--- src/rtl/detranslater_pkg.sv ---
// Shared constants for the detranslater: FSM states, FIFO entry layout and
// header beat field positions.
package detranslater_pkg;

  localparam logic [1:0] HDR_MARKER = 2'b10;

  typedef enum logic {
    S_HEAD = 1'b0,
    S_BODY = 1'b1
  } state_t;

  // Entry is {selector, selector3, in_1, in_2, in_3}, MSB first.
  function automatic int unsigned entry_width(input int unsigned idw, input int unsigned dw);
    return 2 + 2 * idw + dw;
  endfunction

  function automatic int unsigned ofs_in2(input int unsigned dw);
    return dw;
  endfunction

  function automatic int unsigned ofs_in1(input int unsigned idw, input int unsigned dw);
    return dw + idw;
  endfunction

  function automatic int unsigned ofs_sel3(input int unsigned idw, input int unsigned dw);
    return dw + 2 * idw;
  endfunction

  function automatic int unsigned ofs_sel(input int unsigned idw, input int unsigned dw);
    return dw + 2 * idw + 1;
  endfunction

  localparam int unsigned ENTRY_W = 48;

  localparam int unsigned HDR_MARKER_LSB = 30;
  localparam int unsigned HDR_FLAG_BIT   = 29;
  localparam int unsigned HDR_A_LSB      = 16;
  localparam int unsigned HDR_B_LSB      = 8;

endpackage

--- src/rtl/detranslater_fifo.sv ---
// Synchronous FIFO with asynchronous active-low clear and occupancy count.
module detranslater_fifo #(
  parameter int unsigned DEPTH = 4,
  parameter int unsigned W     = 48
) (
  input  logic                       clk,
  input  logic                       rst_n,
  input  logic                       push,
  input  logic                       pop,
  input  logic [W-1:0]               wdata,
  output logic [W-1:0]               rdata,
  output logic                       full,
  output logic                       empty,
  output logic [$clog2(DEPTH):0]     count
);

  localparam int unsigned AW = $clog2(DEPTH);

  logic [W-1:0]  mem [DEPTH];
  logic [AW-1:0] wr_ptr;
  logic [AW-1:0] rd_ptr;

  assign rdata = mem[rd_ptr];
  assign full  = (count == (AW+1)'(DEPTH));
  assign empty = (count == '0);

  always_ff @(posedge clk) begin
    if (push) mem[wr_ptr] <= wdata;
  end

  // Pointers wrap naturally because DEPTH is a power of two.
  always_ff @(posedge clk or negedge rst_n) begin
    if (!rst_n) begin
      wr_ptr <= '0;
      rd_ptr <= '0;
      count  <= '0;
    end else begin
      if (push) wr_ptr <= wr_ptr + 1'b1;
      if (pop)  rd_ptr <= rd_ptr + 1'b1;
      if (push && !pop)      count <= count + 1'b1;
      else if (pop && !push) count <= count - 1'b1;
    end
  end

endmodule

--- src/rtl/detranslater.sv ---
// Re-serializes buffered translated transactions into optional header beat
// plus data beat on a 32-bit valid/ready stream.
module detranslater
  import detranslater_pkg::*;
#(
  parameter int unsigned DEPTH = 4,
  parameter int unsigned IDW   = 7,
  parameter int unsigned DW    = 32
) (
  input  logic           clk,
  input  logic           ENB,
  input  logic           in_valid,
  output logic           in_ready,
  input  logic [IDW-1:0] in_1,
  input  logic [IDW-1:0] in_2,
  input  logic [DW-1:0]  in_3,
  input  logic           selector,
  input  logic           selector3,
  output logic           out_valid,
  input  logic           out_ready,
  output logic [DW-1:0]  out_data,
  output logic           out_sop,
  output logic           out_eop,
  output logic           fifo_full,
  output logic           fifo_empty,
  output logic [15:0]    pkt_cnt
);

  localparam int unsigned EW = entry_width(IDW, DW);

  state_t                    state;
  logic   [EW-1:0]           head;
  logic   [EW-1:0]           entry;
  logic   [$clog2(DEPTH):0]  count;
  logic                      push;
  logic                      pop;
  logic                      accept;
  logic                      head_sel;
  logic                      head_sel3;
  logic   [IDW-1:0]          head_a;
  logic   [IDW-1:0]          head_b;
  logic   [DW-1:0]           head_payload;
  logic   [DW-1:0]           hdr_beat;
  logic   [DW-1:0]           data_beat;

  assign entry    = {selector, selector3, in_1, in_2, in_3};
  assign in_ready = !fifo_full;
  assign push     = in_valid && in_ready;

  assign head_sel     = head[ofs_sel(IDW, DW)];
  assign head_sel3    = head[ofs_sel3(IDW, DW)];
  assign head_a       = head[ofs_in1(IDW, DW) +: IDW];
  assign head_b       = head[ofs_in2(DW) +: IDW];
  assign head_payload = head[DW-1:0];

  assign out_valid = !fifo_empty;
  assign accept    = out_valid && out_ready;
  assign pop       = accept && (state == S_BODY || !head_sel);

  detranslater_fifo #(
    .DEPTH (DEPTH),
    .W     (EW)
  ) u_fifo (
    .clk   (clk),
    .rst_n (ENB),
    .push  (push),
    .pop   (pop),
    .wdata (entry),
    .rdata (head),
    .full  (fifo_full),
    .empty (fifo_empty),
    .count (count)
  );

  always_comb begin
    hdr_beat = '0;
    hdr_beat[HDR_MARKER_LSB +: 2] = HDR_MARKER;
    hdr_beat[HDR_FLAG_BIT]        = head_sel3;
    hdr_beat[HDR_A_LSB +: IDW]    = head_a;
    hdr_beat[HDR_B_LSB +: IDW]    = head_b;
  end

  always_comb begin
    data_beat = head_payload;
    if (head_sel3) begin
      for (int unsigned i = 0; i < DW / 8; i++) begin
        data_beat[8*i +: 8] = head_payload[DW - 8*(i+1) +: 8];
      end
    end
  end

  // Beat fields are zero whenever the FIFO is empty; otherwise they are a pure
  // function of the head entry and state, so they hold under backpressure.
  always_comb begin
    out_data = '0;
    out_sop  = 1'b0;
    out_eop  = 1'b0;
    if (out_valid) begin
      if (state == S_HEAD && head_sel) begin
        out_data = hdr_beat;
        out_sop  = 1'b1;
      end else begin
        out_data = data_beat;
        out_sop  = (state == S_HEAD);
        out_eop  = 1'b1;
      end
    end
  end

  always_ff @(posedge clk or negedge ENB) begin
    if (!ENB) begin
      state   <= S_HEAD;
      pkt_cnt <= '0;
    end else begin
      if (accept) begin
        case (state)
          S_HEAD:  if (head_sel) state <= S_BODY;
          S_BODY:  state <= S_HEAD;
          default: state <= S_HEAD;
        endcase
      end
      if (pop) pkt_cnt <= pkt_cnt + 16'd1;
    end
  end

endmodule

--- config.mk ---
export PLATFORM = sky130hd
export DESIGN_NAME = detranslater
export DESIGN_NICKNAME = d
export VERILOG_FILES = /design/src/rtl/detranslater_pkg.sv /design/src/rtl/detranslater_fifo.sv /design/src/rtl/detranslater.sv
export SDC_FILE = /design/constraint.sdc
export NUM_CORES = 1
export LEC_CHECK = 0
export BUFFER_PORTS_ARGS = -buffer_cell sky130_fd_sc_hd__buf_2
export CAP_MARGIN = 20
export CORE_MARGIN = 10
export CORE_UTILIZATION = 45
export CTS_CLUSTER_DIAMETER = 40
export DETAILED_ROUTE_END_ITERATION = 10
export GPL_TIMING_DRIVEN = 0
export PLACE_DENSITY_LB_ADDON = 0.12
export SYNTH_ARGS = -nofsm -noshare
export SYNTH_HDL_FRONTEND = slang
export SYNTH_SLANG_ARGS = --single-unit
export TNS_END_PERCENT = 50
--- constraint.sdc ---
create_clock -name clk -period 2.2 [get_ports clk]
set_clock_uncertainty 0.2 [all_clocks]
set_input_delay 0.44 -clock clk [delete_from_list [all_inputs] [get_ports clk]]
set_output_delay 0.44 -clock clk [all_outputs]
set_load 0.01 [all_outputs]
* After elaboration in Yosys (flattened, before gate mapping) *
Memories as Yosys holds them, arrays and structs flattened.
Cells that the tools add are included.

word-level totals
  flip-flop bits (word level) = 24
  RAM bits = 192
  input bits = 52
  logic and storage cells = 40
  memories = 1

cells by class
  add/subtract/negate cells = 5
  equal/unequal tests = 1
  mux-type cells = 13
  bitwise gates (word level) = 1
  reductions and logical operators = 14

memories
  memory      depth  width  rd ports  clocked after memory_dff  wr ports  line                     source
  u_fifo.mem  4      48     1         0                         1         detranslater_fifo.sv:19  logic [W-1:0] mem [DEPTH];

operator list
  operator                                                            number
  32-bit 2-to-1 mux                                                   3
  16-bit by 1-bit adder with 16-bit output, second input constant     1
  1-bit 2-to-1 mux                                                    7
  1-bit logical AND                                                   6
  3-bit 2-to-1 mux                                                    2
  1-bit zero test                                                     5
  2-bit by 1-bit adder with 2-bit output, second input constant       2
  3-bit by 1-bit adder with 3-bit output, second input constant       1
  3-bit == test, second input constant                                1
  3-bit zero test                                                     1
  3-bit by 1-bit subtractor with 3-bit output, second input constant  1
  1-bit one-hot mux with 2 select lines                               1
  2-bit nonzero test                                                  1
  1-bit logical OR                                                    1
  1-bit inverter                                                      1

* Longest topological paths before layout *
  depth in word-level cells = 7
  depth in mapped cells = 10
  mapped depth without buffers = 9

* By module *
From an unflattened synthesis, not the netlist that was laid out.

unflattened totals
  cell total of the unflattened synthesis = 445
  area total of the unflattened synthesis = 8804.7 um2

by module, submodules not included
  module             instances  cells an instance  area each (um2)
  detranslater_fifo  1          285                7375.8
  detranslater       1          160                1428.9

* Worst setup path before layout *
No wires, ideal clock.

  path kind = flip-flop to flip-flop
  start = register u_fifo.count[0]
  end = memory u_fifo.mem[0][0] (enable)
  setup time = 0.411 ns
  arrival = 1.850 ns
  data required time = 1.589 ns
  slack = -0.260 ns
  cell stages (with the launch flop) = 4
  buffers on the path = 0
  path through = dfrtp_1 nor2_1 nand2_1 and3_1

on the way
  word-level cells in the longest chain between the ends = 5

RTL lines
  item                                    line                     source
  start, declared                         detranslater_fifo.sv:14  output logic [$clog2(DEPTH):0] count
  start signal, assigned                  detranslater_fifo.sv:40  if (push && !pop) count <= count + 1'b1;
  start signal, assigned                  detranslater_fifo.sv:41  else if (pop && !push) count <= count - 1'b1;
  3-bit == test                           detranslater_fifo.sv:24  assign full = (count == (AW+1)'(DEPTH));
  1-bit zero test                         detranslater.sv:47       assign in_ready = !fifo_full;
  via in_ready                            detranslater.sv:13       output logic in_ready,
  1-bit logical AND                       detranslater.sv:48       assign push = in_valid && in_ready;
  1-bit 2-to-1 mux                        detranslater_fifo.sv:28  if (push) mem[wr_ptr] <= wdata;
  1-bit 2-to-1 mux (not written as such)  detranslater_fifo.sv:28
  end, declared                           detranslater_fifo.sv:19

The timed path passes the listed nets, and every way through them passes these cells.

* Worst setup path in the final report *
  start = register u_fifo.rd_ptr[0]
  end = output port out_data[21]

on the way
  word-level cells in the longest chain between the ends = 4
  elaborated cells on any way between the ends = 5

RTL lines
  item                                                    line                                    source
  start, declared                                         detranslater_fifo.sv:21                 logic [AW-1:0] rd_ptr;
  start signal, assigned                                  detranslater_fifo.sv:39                 if (pop) rd_ptr <= rd_ptr + 1'b1;
  memory 4 x 48 bit (*)                                   -
  32-bit 2-to-1 mux or 1-bit logical AND (tied branches)  detranslater.sv:85, detranslater.sv:99
  32-bit 2-to-1 mux (*)                                   detranslater.sv:99                      if (state == S_HEAD && head_sel) begin
  32-bit 2-to-1 mux (*)                                   detranslater.sv:98                      if (out_valid) begin
  end, declared                                           detranslater.sv:21                      output logic [DW-1:0] out_data,

Mark *: on every way between the ends. The rest lies on a longest branch, timed or not.

==> out/qor.txt <==
Clock Tree Buf Depth -> 3
Most used cell, CP -> buf_6
CTS H-tree lvls -> 2
Overall routed net length -> 19900 microns
Via count -> 4952
Vias in the first global route -> 5573
Final std cells w/o fill -> 950
Tcrit/Tclk final -> 135%
Dpl hpwl -> 13000 microns
Area contributors post-synth -> edfxtp_1 66%, mux4_2 12%, dfrtp_1 6.8%
IO Pins -> 106
Delay-heaviest family, CP -> multiplexers
Crit Path Class -> register to primary output
Maximum vdd drop -> 999 uV
Synthesized area -> 8790 sq um
PortBufs -> 105
Post-Syn Nets -> 512
Die Ht -> 160 microns
Area Growth Syn to Fin -> 33.1%
Pin count of the biggest net entering global routing -> 32
CTS tree -> yes
Cell taking the most area after synthesis -> edfxtp_1
Antenna cell count -> 0
Endpoints failing hold -> 0
TritonRoute pass-1 iters -> 4
Placeable Area -> 19300 sq um
Top FF cell, synth -> edfxtp_1
Most common cell in the netlist -> edfxtp_1
Total GRT Usage -> 15.6%
Cell area after layout -> 11700 sq um
Post-synth ARST share -> 11.1%
DRC Markers -> 0
WP data required -> 1.56 ns
Final Critical Period -> 2.96 ns
Rows -> 51
Avg Cell Area, Syn -> 19.4 sq um
Starting density of the core -> 45.5%
Total gr overflow -> 0
DR WL/cell -> 21.0 microns
Initial antenna violation count -> 0
Synth unique cells -> 35
Worst setup margin -> -0.763 ns
Relative slew slack -> 60.5%
Tot Pwr -> 0.0182 W
Hold Crit Class -> input pin to register
Syn. warnings -> 0
Clk root buf -> clkbuf_16
NumNets Final -> 719
Die Width -> 160 microns
Reg clk slew, reported paths -> 0.05 ns
Post-DP Area -> 9730 sq um
CTS Sinks -> 216
Seq/Total Area, Yosys -> 72.4%
DRT iter0 DRCs -> 248
Vias per cell -> 5.21
Worst-Skew Late Latency -> 0.48 ns
Area of the die -> 25500 sq um
Num CTS Buffers -> 34
CP Cell Sequence -> buf_6 -> mux4_2 -> buf_6 -> buf_12 -> mux2i_1 -> a21oi_2 -> buf_2
Worst Path Buf+Inv -> 4
Peak Freq -> 337 MHz
Place WS -> -0.500 ns
Status -> finished, violations left
Critical path fanouts, max -> 10
Placed cells -> 827
Worst Max-Slew Pin Slew -> 0.592 ns
Final setup vio count -> 38
Number of synthesized flops with an enable pin -> 192
Fin. max-slew vios -> 0
Final ANT Viol Nets -> 0
Worst Path Arrival -> 2.32 ns
First-pass GRT wire length -> 31100 microns
Critical Path Start Type -> register
Worst path max stage delay -> 0.55 ns
FF+latch count, synth -> 216
Leakage -> 4.34 nW
Layout cell share with drive strength beyond 1 -> 40.7%
CP max-delay cell -> mux4_2
Most frequent cells after synthesis -> 192 x edfxtp_1, 47 x mux4_2, 31 x mux2i_1
Violated checks -> setup timing
Pwr/cell area -> 1560 nW/um^2
RSZ-0062 raised after global routing -> yes
Post-synthesis cell count -> 453
Max cap viols -> 0
Top-area cell type share of the netlist area -> 65.6%
Placer congestion estimate -> 0.854
Critical Path End Type -> primary output
[placed cells by master, fill, tap and decap left out, types with 4 or more instances in the layout]
cell type      instances
a21oi_1                8
a21oi_2                9
and3_2                 4
buf_12                 9
buf_2                103
buf_4                 17
buf_6                 10
bufinv_16              4
clkbuf_1               5
clkbuf_16             36
clkinv_1               5
clkinv_2               4
clkinvlp_4             5
dfrtp_1               22
dlygate4sd3_1         49
edfxtp_1             192
ha_1                   5
inv_1                  5
mux2i_1               28
mux4_2                47
nand2_1                5
nand3_1                8
nand4_1                9
nor2_1                21
o21ai_1               10
xnor2_1               19
[flip-flops by register name, summed over array words and instances (netlist names)]
signal	count
pkt_cnt	16
u_fifo.count	3
u_fifo.rd_ptr	2
u_fifo.mem	192
state	1
u_fifo.wr_ptr	2
[worst reg2reg max path, stage by stage (launching register included)]
cell	delay [ns]
dfrtp_2	0.45
mux2_4	0.32
a22oi_2	0.20
buf_4	0.17
nand3_4	0.12
ha_4	0.19
inv_1	0.06
fa_1	0.41
mux2_2	0.27
[routing by layer]
layer  GRT usage, %  vias to the layer above  part of all wire, %
met5              0                        -                    0
met4           4.67                        0                  1.6
met3           3.83                       24                  5.6
met2           27.5                      135                   53
met1           18.4                     2557                   40
li1               -                     2236                    -
[area by class of cell]
type / instances / area, sq um
tap: 265 / 332
clock buffer: 39 / 891
timing repair buffer: 172 / 1230
fill: 1427 / 7630
clock inverter: 22 / 233
buffer: 23 / 275
inverter: 7 / 30.0
sequential: 216 / 6370
multi-input combinational: 206 / 2340
[logic make-up (layout without fill, tap and decap cells)]
logic type               count (synthesis)  count (layout)  share of synthesized area, %
buffers and inverters                   31             263                          2.28
flip-flops                             216             216                          72.4
AO/OA/AOI/OAI                           34              34                          2.14
AND/OR/NAND/NOR                         61              61                          3.74
multiplexers                            83              83                          16.3
adder cells (fa/ha/maj)                  7               7                          1.08
XOR/XNOR                                21              21                          2.09
[per-stage QoR]
| step | utilization, % | hold WS, ns | setup TNS, ns |
|---|---|---|---|
| 2_1_floorplan | - | -0.0556 | -12.88 |
| 3_3_place_gp | 49.9 | 0.257 | -104.67 |
| 3_5_place_dp | 50.3 | 0.264 | -13.37 |
| 4_1_cts | 59.9 | 0.0588 | -24.35 |
| 5_1_grt | 60.5 | 0.102 | -27.05 |
| 6_report | 60.5 | 0.0898 | -23.69 |
[path summary, 6_finish.rpt]
kind,slack [ns],start,depth (start not counted),end
setup / recovery,-0.76,u_fifo.rd_ptr[0]$_DFFE_PN0P_,7,out_data[21]
hold reg to reg,0.26,pkt_cnt[15]$_DFFE_PN0P_,1,pkt_cnt[15]$_DFFE_PN0P_
min in group asynchronous,0.28,ENB,2,pkt_cnt[5]$_DFFE_PN0P_
hold / removal,0.09,out_ready,2,state$_DFFE_PN0P_
setup reg to reg,-0.33,u_fifo.rd_ptr[1]$_DFFE_PN0P_,8,u_fifo.count[1]$_DFFE_PN0P_
max in group asynchronous,1.13,ENB,2,u_fifo.count[0]$_DFFE_PN0P_
[power by group]
group          total (W)  internal [W]  switching, W  leakage (nW)
sequential       0.00569       0.00541      0.000284          2.06
clock            0.00520       0.00339       0.00181         0.538
combinational    0.00734       0.00337       0.00397          1.74
total             0.0182        0.0122       0.00607          4.34
[repair_timing]
| action | 4_1_cts | 5_1_grt |
|---|---|---|
| setup endpoints to repair | 39 | 159 |
| buffers inserted | 5 | 8 |
| pin swaps | 11 | 4 |
| hold endpoints to repair | 216 | 0 |
| hold buffers | 49 | 0 |
| gates resized for setup | 59 | 18 |
| gates cloned | 0 | 1 |
Note: power is estimated with default switching activity, not from simulation.
